===== config.mk =====
export PLATFORM = sky130hd
export DESIGN_NAME = slave_ram_frame_reader
export DESIGN_NICKNAME = d
export VERILOG_FILES = /design/src/rtl/slave_ram_pkg.sv /design/src/rtl/slave_ram_rd_fifo2.sv /design/src/rtl/slave_ram_frame_reader.sv
export SDC_FILE = /design/constraint.sdc
export NUM_CORES = 1
export LEC_CHECK = 0
export CAP_MARGIN = 20
export CELL_PAD_IN_SITES_DETAIL_PLACEMENT = 1
export CELL_PAD_IN_SITES_GLOBAL_PLACEMENT = 2
export CORE_UTILIZATION = 38
export CTS_BUF_LIST = sky130_fd_sc_hd__clkbuf_4 sky130_fd_sc_hd__clkbuf_8
export DETAILED_ROUTE_END_ITERATION = 7
export GPL_ROUTABILITY_DRIVEN = 0
export PLACE_DENSITY_LB_ADDON = 0.1
export SYNTH_ARGS = -nofsm -noshare
export SYNTH_HDL_FRONTEND = slang
export SYNTH_HIERARCHICAL = 1
export SYNTH_SLANG_ARGS = --single-unit

===== constraint.sdc =====
create_clock -name i_clk -period 8.08 [get_ports i_clk]
set_input_delay 1.212 -clock i_clk [delete_from_list [all_inputs] [get_ports i_clk]]
set_output_delay 1.212 -clock i_clk [all_outputs]
set_load 0.05 [all_outputs]

===== src/rtl/slave_ram_pkg.sv =====
// Shared definitions for the slave dual-port RAM read path.
package slave_ram_pkg;
  localparam int ADDR_WIDTH = 8;
  localparam int DATA_WIDTH = 32;

  typedef enum logic [1:0] {
    IDLE  = 2'd0,
    READ  = 2'd1,
    DRAIN = 2'd2,
    DONE  = 2'd3
  } rd_state_t;
endpackage


===== src/rtl/slave_ram_rd_fifo2.sv =====
// Two-entry skid FIFO catching RAM read data so downstream stalls never lose a word.
module slave_ram_rd_fifo2 #(
  parameter int DATA_WIDTH = slave_ram_pkg::DATA_WIDTH
) (
  input  logic                  i_clk,
  input  logic                  i_rst_n,
  input  logic                  i_push,
  input  logic [DATA_WIDTH-1:0] i_din,
  input  logic                  i_pop,
  output logic [1:0]            o_count,
  output logic [DATA_WIDTH-1:0] o_head
);
  logic [1:0][DATA_WIDTH-1:0] mem;
  logic                       rd_ptr;
  logic                       wr_ptr;
  logic [1:0]                 count;
  logic                       do_pop;
  logic                       do_push;

  // Pop only real entries; push into a full FIFO only when a pop frees a slot.
  assign do_pop  = i_pop & (count != 2'd0);
  assign do_push = i_push & ((count != 2'd2) | do_pop);

  // Storage, pointers and occupancy.
  always_ff @(posedge i_clk or negedge i_rst_n) begin
    if (!i_rst_n) begin
      mem    <= '0;
      rd_ptr <= 1'b0;
      wr_ptr <= 1'b0;
      count  <= 2'd0;
    end else begin
      if (do_push) begin
        mem[wr_ptr] <= i_din;
        wr_ptr      <= ~wr_ptr;
      end
      if (do_pop) rd_ptr <= ~rd_ptr;
      count <= count + {1'b0, do_push} - {1'b0, do_pop};
    end
  end

  assign o_count = count;
  assign o_head  = mem[rd_ptr];
endmodule


===== src/rtl/slave_ram_frame_reader.sv =====
// Streams a contiguous block of slave RAM words out on valid/ready with last and checksum.
module slave_ram_frame_reader #(
  parameter int ADDR_WIDTH = slave_ram_pkg::ADDR_WIDTH,
  parameter int DATA_WIDTH = slave_ram_pkg::DATA_WIDTH
) (
  input  logic                  i_clk,
  input  logic                  i_rst_n,
  input  logic                  i_start,
  input  logic [ADDR_WIDTH-1:0] i_base_addr,
  input  logic [ADDR_WIDTH:0]   i_word_cnt,
  output logic                  o_busy,
  output logic                  o_done,
  output logic [ADDR_WIDTH-1:0] o_slave_r_ram_addr,
  output logic                  o_slave_r_ram_ce,
  input  logic [DATA_WIDTH-1:0] i_slave_r_ram_dout,
  output logic [DATA_WIDTH-1:0] o_tx_data,
  output logic                  o_tx_valid,
  output logic                  o_tx_last,
  input  logic                  i_tx_ready,
  output logic [DATA_WIDTH-1:0] o_checksum
);
  import slave_ram_pkg::*;

  localparam logic [ADDR_WIDTH:0] MAX_WORDS = {1'b1, {ADDR_WIDTH{1'b0}}};

  rd_state_t               state;
  logic [ADDR_WIDTH-1:0]   rd_addr;
  logic [ADDR_WIDTH:0]     word_cnt;
  logic [ADDR_WIDTH:0]     issued;
  logic [ADDR_WIDTH:0]     sent;
  logic                    in_flight;
  logic [DATA_WIDTH-1:0]   checksum;
  logic [ADDR_WIDTH:0]     cnt_clamped;
  logic [1:0]              fifo_cnt;
  logic [DATA_WIDTH-1:0]   fifo_head;
  logic [2:0]              occ_after;
  logic                    tx_valid;
  logic                    hs;
  logic                    issue;
  logic                    last_beat;

  assign cnt_clamped = (i_word_cnt > MAX_WORDS) ? MAX_WORDS : i_word_cnt;

  assign tx_valid  = (fifo_cnt != 2'd0);
  assign hs        = tx_valid & i_tx_ready;
  assign last_beat = tx_valid & (sent == word_cnt - 1'b1);

  // Slots committed after this cycle: buffered plus the word landing next, minus the pop now.
  assign occ_after = {1'b0, fifo_cnt} + {2'b0, in_flight} - {2'b0, hs};
  assign issue     = (state == READ) & (issued != word_cnt) & (occ_after < 3'd2);

  slave_ram_rd_fifo2 #(.DATA_WIDTH(DATA_WIDTH)) u_fifo (
    .i_clk   (i_clk),
    .i_rst_n (i_rst_n),
    .i_push  (in_flight),
    .i_din   (i_slave_r_ram_dout),
    .i_pop   (hs),
    .o_count (fifo_cnt),
    .o_head  (fifo_head)
  );

  // Frame sequencer: start latch, read issue, beat accounting and checksum.
  always_ff @(posedge i_clk or negedge i_rst_n) begin
    if (!i_rst_n) begin
      state     <= IDLE;
      rd_addr   <= '0;
      word_cnt  <= '0;
      issued    <= '0;
      sent      <= '0;
      in_flight <= 1'b0;
      checksum  <= '0;
    end else begin
      in_flight <= issue;
      if (hs) begin
        checksum <= checksum + fifo_head;
        sent     <= sent + 1'b1;
      end
      if (issue) begin
        rd_addr <= rd_addr + 1'b1;
        issued  <= issued + 1'b1;
      end
      case (state)
        IDLE: begin
          if (i_start) begin
            rd_addr  <= i_base_addr;
            word_cnt <= cnt_clamped;
            issued   <= '0;
            sent     <= '0;
            checksum <= '0;
            state    <= (cnt_clamped == '0) ? DONE : READ;
          end
        end
        READ: begin
          if (issue && (issued == word_cnt - 1'b1)) state <= DRAIN;
        end
        DRAIN: begin
          if (hs && last_beat) state <= DONE;
        end
        default: state <= IDLE;
      endcase
    end
  end

  assign o_busy             = (state == READ) | (state == DRAIN);
  assign o_done             = (state == DONE);
  assign o_slave_r_ram_addr = rd_addr;
  assign o_slave_r_ram_ce   = issue;
  assign o_tx_data          = fifo_head;
  assign o_tx_valid         = tx_valid;
  assign o_tx_last          = last_beat;
  assign o_checksum         = checksum;
endmodule


==> flow_summary_export.csv, run 1 <==
group,metric,value,unit
sta,finClkSkew,17.4,ps
run_status,outcome,"complete, no violations",
critical_path,cp.required,6870,ps
sta,slew_headroom,0.328,
cts,clk_pin_slew,80,ps
critical_path,cp_cell_sequence,"clkdlybuf4s50_1, nand2_1, buf_4, inv_1, buf_4, ha_1, nor2b_1, fa_1, nor4b_2, clkdlybuf4s50_1",
synth,synth_top_area_cell,"dfrtp_1",
synth,synthesis.area,8200,um^2
grt,grt.busiest_layer,"met2",
layout,ff_latch_area,3450,um^2
synth,synth_edf_count,0,
synth,synth-async-reset-ratio,1.00,
grt,grt_use_total,0.228,
layout,multi_input_comb_area,4430,um^2
min_path,hold_path.startpoint,"u_fifo/mem[23]$_DFFE_PN0P_",
synth,yosysTopAreaCellShare,0.421,
drt,ant_nets,0,
grt,grt-ovfl-total,0,
critical_path,r2r_slack,3570,ps
critical_path,crit_type,"input pin to output pin",
critical_path,r2r_end,"o_checksum[30]$_DFF_PN0_",
die,design.die.area,22200,um^2
synth,synth-seq-cells,138,
sta,finalSetupViolations,0,
drt,drc,0,
synth,ys_types,64,
grt,antenna_found_initial,0,
cts,clk_path_buf_depth,2,
cts,htree_levels,4,
die,fp.dieH,149,um
drt,drt-initial-drc-count,224,
cts,cts_sinks,138,
job,cap_violations,0,
synth,ys_top_cells_by_count,"dfrtp_1, nand2_1, a21oi_1",
sta,tightest_slew,1010,ps
cts,postCtsSetupBuffers,0,
min_path,hold_end,"u_fifo/mem[23]$_DFFE_PN0P_",
grt,use_met1,0.303,
synth,synth.avg_cell_area,9.89,um^2
critical_path,r2r-start,"u_fifo/rd_ptr$_DFFE_PN0N_",
layout,nets,1037,
cts,postCtsHoldBufs,0,
cts,clock_latency,450,ps
sta,hold_viol,0,
sta,rsz0062_at_grt,"no",
synth,yosysMostFrequentCell,"dfrtp_1",
place,io_buffers,129,
critical_path,end_kind,"output pin",
grt,grt_pass1_wl,39100,um
critical_path,cp_slowest_cell,"clkdlybuf4s50_1",
drt,viasPerCell,5.44,
layout,drive_above_1_share,0.109,
grt,grt_start_max_net_pins,76,
cts,cts_tree,"built",
critical_path,worstPathMaxFanout,43,
synth,ys.flop_type,"dfrtp_1",
drt,wirelength,24400,um
cts,cts.repair.resized,0,
die,coreArea,21100,um^2
drt,via_count,6678,
sta,post-route-period-util,0.736,
synth,syn-num-nets,926,
sta,fin_tns_setup,0,ps
sta,max_clock_freq,168,MHz
sta,period_minus_slack,5950,ps
critical_path,cp-start-kind,"input pin",
grt,grt_use_met3,0.0355,
die,initial_core_util,0.389,
synth,ys_seq_area_frac,0.421,
die,die_w,149,um
grt,grt_use_met2,0.388,
min_path,hold_path.class,"register to register",
layout,nFillCells,2367,
critical_path,critical_path.max_stage_delay,860,ps
critical_path,cp.arrival,4730,ps
die,fp-row-count,53,
min_path,min_delay_path_depth,1,
synth,yosys-top-cells-area,"dfrtp_1, mux2_2, ha_1",
drt,routedWlPerCell,19.9,um
cts,cts-buffers-inserted,17,
synth,synthCells,829,
synth,yosysWarnings,6,
layout,area.growth.synth_to_final,23.5,%
drt,drtPass1Iterations,4,
critical_path,reg2regPathDepth,13,
sta,slew_violations,0,
grt,grt_pass1_vias,7196,
die,ios,130,
cts,cts_root_buffer,"clkbuf_8",
layout,antenna_cells,0,
place,post-dp-hpwl,17000,um
-- how the worst max path moves through the flow --
| stage | startpoint | endpoint | slack, ps |
|---|---|---|---|
| 3_5_place_dp | i_tx_ready | o_slave_r_ram_ce | 2130 |
| 2_1_floorplan | i_tx_ready | o_slave_r_ram_ce | 3210 |
| 3_3_place_gp | i_tx_ready | o_slave_r_ram_ce | 2170 |
| 5_1_grt | i_tx_ready | o_slave_r_ram_ce | 1960 |
| 6_report | i_tx_ready | o_slave_r_ram_ce | 2130 |
| 4_1_cts | i_tx_ready | o_slave_r_ram_ce | 2120 |
-- flip-flops by register name, summed over array words and instances, names as in the netlist --
name / cells
in_flight: 1
o_slave_r_ram_addr: 8
u_fifo/rd_ptr: 1
state: 2
u_fifo/o_count: 2
o_checksum: 32
u_fifo/wr_ptr: 1
issued: 9
word_cnt: 9
sent: 9
u_fifo/mem: 64
-- metrics by stage --
stage                     std cells  worst slack, ps  utilization  cell area (um^2)  hold WS [ps]
after floorplan                 829             3210            -              8200           451
after global placement         1195             2170        0.457              9640           466
after detailed placement       1196             2130        0.458              9660           470
after CTS                      1227             2120        0.480             10100           492
after global routing           1227             1960        0.480             10100           501
final                          1227             2130        0.480             10100           490
-- final cells by class --
type                            count  share of cell area
Clock buffer                       21              0.0273
Clock inverter                     10              0.0187
Inverter                           15             0.00556
Multi-Input combinational cell    630               0.437
Sequential cell                   138               0.341
Tap cell                          275              0.0340
Timing Repair Buffer              138               0.136
-- critical path: cells and delay by family --
kind | cells | cell delay (ps)
adders and majority gates | 2 | 780
buffers and inverters | 5 | 2160
and+or+nand+nor | 3 | 570
-- layer usage --
metal | part of all wire | routed length [um]
met5 | 0 | 0
met4 | 0.0076 | 184
met3 | 0.029 | 698
met2 | 0.49 | 12000
met1 | 0.47 | 11500
-- cells by family after synthesis --
kind of cell / Yosys count / share of synthesized area
simple gates: 257 / 0.146
fa+ha+maj: 44 / 0.0689
xor+xnor: 81 / 0.0865
mux: 52 / 0.0709
flops: 138 / 0.421
compound gates: 196 / 0.166
buf+inv: 61 / 0.0400
-- placed cells by master, fill, tap and decap left out, types with 3 or more instances in the layout --
master / synthesis / routed
nand2_1: 130 / 130
o21bai_1: 4 / 4
o211ai_1: 5 / 5
and3_1: 6 / 6
o21ai_0: 37 / 37
nand4_1: 14 / 14
o21a_1: 3 / 3
clkbuf_8: 0 / 19
xor2_1: 37 / 37
mux2i_1: 3 / 3
bufinv_16: 0 / 5
nor2b_1: 3 / 3
buf_4: 0 / 8
a211oi_1: 4 / 4
nor3_1: 10 / 10
ha_1: 42 / 42
nor2_1: 36 / 36
nand3b_1: 8 / 8
nand3_1: 20 / 20
nand2b_1: 6 / 6
xnor2_1: 44 / 44
a21oi_1: 51 / 51
nor4_1: 7 / 7
o31ai_1: 3 / 3
o2bb2ai_1: 47 / 47
inv_1: 15 / 15
mux2_2: 49 / 49
clkdlybuf4s50_1: 0 / 128
a21o_1: 16 / 16
or3_1: 4 / 4
a31oi_1: 3 / 3
dfrtp_1: 138 / 138
Power of run 1 is left out: the tool's default activity adds up to more than one toggle a clock period on the data nets, which glitch-free logic cannot reach.
==> inputs of run 2 (changes only) <==
--- a/config.mk
+++ b/config.mk
@@ -8,7 +8,7 @@
 export CAP_MARGIN = 20
 export CELL_PAD_IN_SITES_DETAIL_PLACEMENT = 1
 export CELL_PAD_IN_SITES_GLOBAL_PLACEMENT = 2
-export CORE_UTILIZATION = 38
+export CORE_UTILIZATION = 32
 export CTS_BUF_LIST = sky130_fd_sc_hd__clkbuf_4 sky130_fd_sc_hd__clkbuf_8
 export DETAILED_ROUTE_END_ITERATION = 7
 export GPL_ROUTABILITY_DRIVEN = 0
==> constraint.sdc (replaced) <==
create_clock -name i_clk -period 5.2 [get_ports i_clk]
set_input_delay 0.78 -clock i_clk [delete_from_list [all_inputs] [get_ports i_clk]]
set_output_delay 0.78 -clock i_clk [all_outputs]
set_load 0.05 [all_outputs]
==> run 2 against run 1 <==
Compared with the run above: via count grew 0.49%; clock skew grew 4.0 ps; final area grew 1.1%; highest routed layer unchanged; global-route usage shrank 2.6 points; core utilization shrank 7.4 points; final cell count grew 4.8%; worst setup slack lost 1300 ps.
==> flow_summary_export.csv, run 2 (synthesis results as in run 1) <==
group,metric,value,unit
sta,tightest_slew,922,ps
layout,drive_above_1_share,0.114,
sta,finClkSkew,21.5,ps
die,coreArea,25200,um^2
die,design.die.area,26300,um^2
layout,final_cell_area,10200,um^2
place,post-dp-hpwl,18100,um
drt,drc,0,
sta,post-route-period-util,0.835,
layout,multi_input_comb_area,4430,um^2
critical_path,r2r-start,"u_fifo/rd_ptr$_DFFE_PN0N_",
place,placedCellCount,1253,
cts,clock_latency,470,ps
critical_path,cp_cell_sequence,"inv_1, ha_1, nand3_1, xor2_1, xor2_1, nand3_1, nor4_1, clkdlybuf4s50_1",
sta,slew_headroom,0.385,
min_path,hold_path.class,"input pin to async pin",
layout,fin_cells,1286,
grt,grt_pass1_vias,7458,
grt,grt_pass1_wl,40900,um
run_status,outcome,"complete, no violations",
die,die_w,162,um
grt,grt_use_total,0.201,
grt,grt-ovfl-total,0,
cts,cts.repair.resized,0,
layout,layout_commonest_cell,"dfrtp_1",
critical_path,critPathBufInv,2,
sta,hold_viol,0,
die,ios,130,
die,fp-row-count,58,
place,placed_area,9740,um^2
die,fp.dieH,162,um
cts,postCtsSetupBuffers,0,
cts,cts_root_buffer,"clkbuf_8",
layout,nFillCells,2811,
critical_path,worstPathMaxFanout,9,
layout,antenna_cells,0,
cts,cts-buffers-inserted,17,
drt,routedWlPerCell,19.6,um
layout,area.growth.synth_to_final,24.8,%
cts,htree_levels,4,
layout,largest-register,"u_fifo/mem",
sta,slew_violations,0,
critical_path,cp-start-kind,"register",
drt,drtPass1Iterations,4,
sta,max_clock_freq,230,MHz
die,initial_core_util,0.326,
drt,wirelength,25200,um
critical_path,r2r_slack,960,ps
critical_path,cp_slowest_cell,"clkdlybuf4s50_1",
cts,cts_tree,"built",
drt,drt-initial-drc-count,276,
drt,viasPerCell,5.22,
cts,postCtsHoldBufs,0,
critical_path,critPathTopFamily,"buffers and inverters",
critical_path,end_kind,"output pin",
cts,cts_sinks,138,
critical_path,startpoint,"word_cnt[0]$_DFFE_PN0P_",
critical_path,crit_type,"register to output pin",
layout,final_cell_mix,"dfrtp_1, nand2_1, clkdlybuf4s50_1",
drt,via_count,6711,
critical_path,cp.arrival,3560,ps
layout,largest_reg_flops,64,
critical_path,critical_path.max_stage_delay,900,ps
sta,fin_tns_setup,0,ps
cts,clk_path_buf_depth,2,
sta,rsz0062_at_grt,"no",
critical_path,cp.required,4420,ps
cts,clk_pin_slew,90,ps
layout,nets,1040,
sta,finalSetupViolations,0,
place,io_buffers,129,
grt,antenna_found_initial,0,
layout,ff_latch_area,3450,um^2
sta,period_minus_slack,4340,ps
drt,ant_nets,0,
job,cap_violations,0,
grt,grt_start_max_net_pins,58,
-- run 2: path summary, 6_finish.rpt --
check,end,cells past startpoint
min in group i_clk,u_fifo/mem[32]$_DFFE_PN0P_,1
worst max-delay path,o_tx_last,8
max in group asynchronous,o_checksum[24]$_DFF_PN0_,2
worst min register to register,u_fifo/mem[32]$_DFFE_PN0P_,1
worst min-delay path,u_fifo/mem[36]$_DFFE_PN0P_,1
worst max register to register,o_checksum[30]$_DFF_PN0_,12
-- run 2: per-stage QoR --
stage,hold WS (ps),utilization,setup slack [ps]
detailed placement,468,0.387,968
finish,230,0.407,859
global route,234,0.407,681
CTS,225,0.406,828
global placement,469,0.387,1060
floorplan,451,-,986
-- run 2: final cells by class --
class,instances,area share
clock buffer,22,0.0283
clock inverter,10,0.0181
inverter,15,0.00550
multi-input combinational,630,0.433
sequential,138,0.337
tap,330,0.0403
timing repair buffer,141,0.138
-- run 2: layer usage --
| layer | routed length [um] | GRT usage | up-vias |
|---|---|---|---|
| met4 | 589 | 0.0733 | 0 |
| li1 | - | - | 3172 |
| met1 | 11300 | 0.250 | 3368 |
| met2 | 12200 | 0.345 | 135 |
| met3 | 1020 | 0.0401 | 36 |
| met5 | 0 | 0 | - |
Power of run 2 is left out for the same reason.
